==> src/rtl/clk_div_sync.sv <==
// Programmable integer divider on clk_mux1 with a toggle-handshake ratio update.
// New ratios take effect only at a period boundary, so clk_o never produces a runt phase.
module clk_div_sync #(
   parameter int CNT_W   = 8,
   parameter int DEF_DIV = 2
) (
   input  logic             clk_mux1,
   input  logic             rst_n,
   input  logic [CNT_W-1:0] div_val,
   input  logic             req_tgl,
   output logic             ack_tgl,
   output logic             clk_o,
   output logic             clk_en,
   output logic             busy
);

   typedef enum logic {RUN, PEND} state_t;

   state_t           state, state_nxt;
   logic             req_meta, req_s;
   logic [CNT_W-1:0] cnt, cnt_nxt;
   logic [CNT_W-1:0] ratio, ratio_nxt;
   logic [CNT_W-1:0] shadow;
   logic             pending, wrap, capture, load;

   assign pending = (req_s != ack_tgl);
   assign wrap    = (cnt == ratio - CNT_W'(1));

   always_ff @(posedge clk_mux1 or negedge rst_n) begin
      if (!rst_n) begin
         req_meta <= 1'b0;
         req_s    <= 1'b0;
      end else begin
         req_meta <= req_tgl;
         req_s    <= req_meta;
      end
   end

   always_ff @(posedge clk_mux1 or negedge rst_n) begin
      if (!rst_n) state <= RUN;
      else        state <= state_nxt;
   end

   always_comb begin
      state_nxt = state;
      capture   = 1'b0;
      load      = 1'b0;
      case (state)
         RUN: begin
            if (pending) begin
               state_nxt = PEND;
               capture   = 1'b1;
            end
         end
         PEND: begin
            if (wrap) begin
               state_nxt = RUN;
               load      = 1'b1;
            end
         end
         default: state_nxt = RUN;
      endcase
   end

   // A load always coincides with wrap, so the new period starts from cnt=0 either way.
   assign cnt_nxt   = wrap ? '0 : cnt + CNT_W'(1);
   assign ratio_nxt = load ? shadow : ratio;

   always_ff @(posedge clk_mux1 or negedge rst_n) begin
      if (!rst_n) begin
         cnt     <= '0;
         ratio   <= CNT_W'(DEF_DIV);
         shadow  <= CNT_W'(DEF_DIV);
         busy    <= 1'b0;
         ack_tgl <= 1'b0;
         clk_en  <= 1'b0;
         clk_o   <= 1'b0;
      end else begin
         cnt    <= cnt_nxt;
         ratio  <= ratio_nxt;
         clk_en <= wrap;
         // Use the incoming ratio so the first period after a load already has the new shape.
         clk_o  <= (ratio_nxt >= CNT_W'(2)) && (cnt_nxt < (ratio_nxt >> 1));
         if (capture) begin
            shadow <= (div_val == '0) ? CNT_W'(1) : div_val;
            busy   <= 1'b1;
         end else if (load) begin
            busy   <= 1'b0;
         end
         if (load) ack_tgl <= req_s;
      end
   end

endmodule

==> config.mk <==
export PLATFORM = sky130hd
export DESIGN_NAME = clk_div_sync
export DESIGN_NICKNAME = d
export VERILOG_FILES = /design/src/rtl/clk_div_sync.sv
export SDC_FILE = /design/constraint.sdc
export NUM_CORES = 1
export LEC_CHECK = 0
export ABC_AREA = 1
export ABC_CLOCK_PERIOD_IN_PS = 2300
export BUFFER_PORTS_ARGS = -buffer_cell sky130_fd_sc_hd__buf_2
export CAP_MARGIN = 25
export CELL_PAD_IN_SITES_DETAIL_PLACEMENT = 0
export CELL_PAD_IN_SITES_GLOBAL_PLACEMENT = 1
export CORE_MARGIN = 5
export CORE_UTILIZATION = 39
export DETAILED_ROUTE_END_ITERATION = 8
export PLACE_DENSITY = 0.78
export RECOVER_POWER = 25
export SYNTH_ARGS = -nofsm -noshare
export SYNTH_HDL_FRONTEND = slang
export SYNTH_SLANG_ARGS = --single-unit
==> constraint.sdc <==
create_clock -name clk_mux1 -period 2.3 [get_ports clk_mux1]
set_clock_uncertainty 0.15 [all_clocks]
set_input_delay 0.115 -clock clk_mux1 [delete_from_list [all_inputs] [get_ports clk_mux1]]
set_output_delay 0.115 -clock clk_mux1 [all_outputs]
set_load 0.05 [all_outputs]
==> results_dict.tcl <==
set metrics [dict create \
    netSwitchingPower_mw 0.272 \
    grt_overflow_total 0 \
    leakage_nw 1.39 \
    clockPowerShare 0.385 \
    cts_tree "done" \
    diodes 0 \
    final_antenna_net_count 0 \
    cts_root_buf "clkbuf_8" \
    yosysSeqAreaShare 0.450 \
    power_mw 1.19 \
    area_growth_pct 42.0 \
    pre_cts_slack_ns -0.344 \
    final_cell_mix "nand2_1 (55), inv_1 (37), buf_4 (32)" \
    rows 24 \
    place.gp.congestion 0.811 \
    tns_ns -0.350 \
    core_um2 4320 \
    place_hpwl_um 2760 \
    grtUsageTotal 0.145 \
    relSlewSlack -0.0532 \
    violations "max-capacitance violations, max-slew violations, negative setup slack" \
    die_h_um 76.6 \
    power.internal_mw 0.916 \
    crit_fanout 5 \
    ir_worst_vdd_mv 0.391 \
    grt_max_degree 32 \
    port_buffers 14 \
    ys_types 29 \
    h-tree-depth 2 \
    vias 1548 \
    final_common_cell "nand2_1" \
    cts.clk_slew.worst_paths_ns 0.06 \
    syn_nets 241 \
    cp_data_arrival_time_ns 2.64 \
    rsz0062_at_grt "true" \
    numClockSinks 31 \
    die_area_um2 5860 \
    multi_input_area_um2 916 \
    drv_slew 32 \
    grt_pass1_wl_um 6930 \
    crit_required_ns 2.36 \
    p_per_area_nw_per_um2 484 \
    synth_seq_cells 31 \
    fin_crit_ns 2.58 \
    fillCellCount 404 \
    swShare 0.229 \
    hold_violations 0 \
    cap_violations 1 \
    regArea_um2 778 \
    critPathLaunchType "flip-flop" \
    nNetsFinal 306 \
    start_util 0.400 \
    setup_slack_ns -0.284 \
    comb_power_share 0.079 \
    criticalPathCategory "flip-flop to flip-flop" \
    io_pins 15 \
    antenna_found_initial 0 \
    setup_viol 2 \
    ys_warn_count 0 \
    wl_per_cell_um 11.5 \
    avgSynthCellArea_um2 7.78 \
    cp-end-kind "flip-flop" \
    status "complete, but fails checks" \
    holdCritPathClass "flip-flop to flip-flop" \
    cts_made_buffers 5 \
    cts.path.max_buffers 2 \
    worstMarginPinSlew_ns 1.58 \
    fmax_ghz 0.387 \
    first_global_vias 1596 \
    seqPwrFrac 0.536 \
    min_period_over_period 1.12 \
    remaining_drc_errors 0 \
    postSynthCellCount 222 \
    insertion_delay_ns 0.28 \
    dieWidth_um 76.6 \
    drtPass1Iterations 4 \
    syn_area_um2 1730 \
    vias_per_cell 4.55 \
    drive_gt1_frac 0.330 \
    routed_wl_um 3920 \
    drt_iter0_drc 42 \
]
state kept, by name (all words and copies together) (netlist names):
signal	flops
ack_tgl	1
ratio	8
clk_en	1
req_meta	1
cnt	8
req_s	1
busy	1
state	1
shadow	8
clk_o	1
stage by stage:
step / hold WS (ns) / util / cells / instance area (um2)
finish: 0.206 / 0.567 / 340 / 2450
global route: 0.225 / 0.567 / 340 / 2450
CTS: 0.209 / 0.555 / 339 / 2400
detailed placement: 0.0362 / 0.482 / 315 / 2080
global placement: 0.0416 / 0.482 / 315 / 2080
floorplan: -0.331 / - / 222 / 1750
cells by family after synthesis:
group,synth area share
AOI/OAI and AO/OA,0.0833
muxes,0.00652
and+or+nand+nor,0.269
xor gates and xnor gates,0.0304
buffers and inverters,0.102
adders and majority gates,0.0579
DFF,0.450
power groups by stage:
stage / clock network [mW] / registers, mW / logic (mW)
3_3_place_gp: 0 / 0.639 / 0.0825
2_1_floorplan: 0 / 0.637 / 0.0469
6_report: 0.457 / 0.637 / 0.0936
3_5_place_dp: 0 / 0.641 / 0.0826
4_1_cts: 0.474 / 0.634 / 0.0956
5_1_grt: 0.501 / 0.644 / 0.113
per-layer routing:
layer | GRT usage | vias to the layer above | share of wire
li1 | - | 821 | -
met1 | 0.175 | 693 | 0.47
met3 | 0.0355 | 12 | 0.033
met5 | 0 | - | 0
met2 | 0.243 | 22 | 0.48
met4 | 0.0594 | 0 | 0.025
critical path, cell delays in order, from the launching register on:
cell     delay [ns]
dfstp_2        0.53
inv_2          0.05
ha_4           0.17
nand2_4        0.09
nor2_4         0.04
nand2_1        0.06
nand2_1        0.05
nand2_1        0.07
nand2_2        0.06
nor2_4         0.21
nand2_2        0.12
inv_4          0.11
buf_4          0.12
nor2_1         0.04
ha_1           0.27
nand2_1        0.06
nand2_1        0.05
nand2_1        0.07
nand2_2        0.06
a21oi_2        0.14
path summary, 6_finish.rpt:
kind | cells past startpoint | start | slack (ns) | endpoint
setup / recovery | 19 | ratio[1] | -0.28 | clk_o
hold / removal | 0 | req_meta | 0.21 | req_s
setup reg to reg | 19 | ratio[1] | -0.28 | clk_o
hold reg to reg | 0 | req_meta | 0.21 | req_s
max in group asynchronous | 2 | rst_n | 0.46 | cnt[7]
min in group asynchronous | 2 | rst_n | 0.61 | clk_en
timing repair:
| item | 4_1_cts | 5_1_grt |
|---|---|---|
| hold buffers | 10 | 0 |
| endpoints found under the setup margin | 1 | 5 |
| setup buffers | 4 | 2 |
| pin swaps | 12 | 11 |
| hold endpoints to repair | 38 | 0 |
| gates resized for setup | 15 | 13 |
| cloned | 2 | 0 |
synthesized netlist by cell type:
master / n / area, um2
a21oi_1: 6 / 30.0
a21oi_2: 1 / 8.76
and2_2: 1 / 7.51
buf_6: 1 / 11.3
clkbuf_1: 1 / 3.75
dfrtp_1: 29 / 726
dfstp_2: 2 / 52.6
ha_1: 8 / 100
inv_1: 41 / 154
inv_2: 2 / 7.51
mux2_2: 1 / 11.3
nand2_1: 60 / 225
nand2_2: 3 / 18.8
nand3_1: 10 / 50.1
nand3_4: 1 / 17.5
nand3b_1: 1 / 7.51
nand4_1: 2 / 12.5
nor2_1: 14 / 52.6
nor2_2: 3 / 18.8
nor2_4: 1 / 11.3
nor3_1: 5 / 25.0
nor4_1: 1 / 6.26
o211ai_1: 1 / 7.51
o21a_1: 1 / 7.51
o21ai_0: 12 / 60.1
o21ai_1: 6 / 30.0
or2_2: 2 / 12.5
xnor2_1: 3 / 26.3
xor2_1: 3 / 26.3
cell type report:
class / instances / share of cell area
repair buffers: 58 / 0.175
clock buffers: 8 / 0.0408
inverters: 43 / 0.0668
flip-flops and latches: 31 / 0.317
well taps: 52 / 0.0265
multi-input cells: 148 / 0.373
No activity file was read; power rests on OpenSTA's default activity.
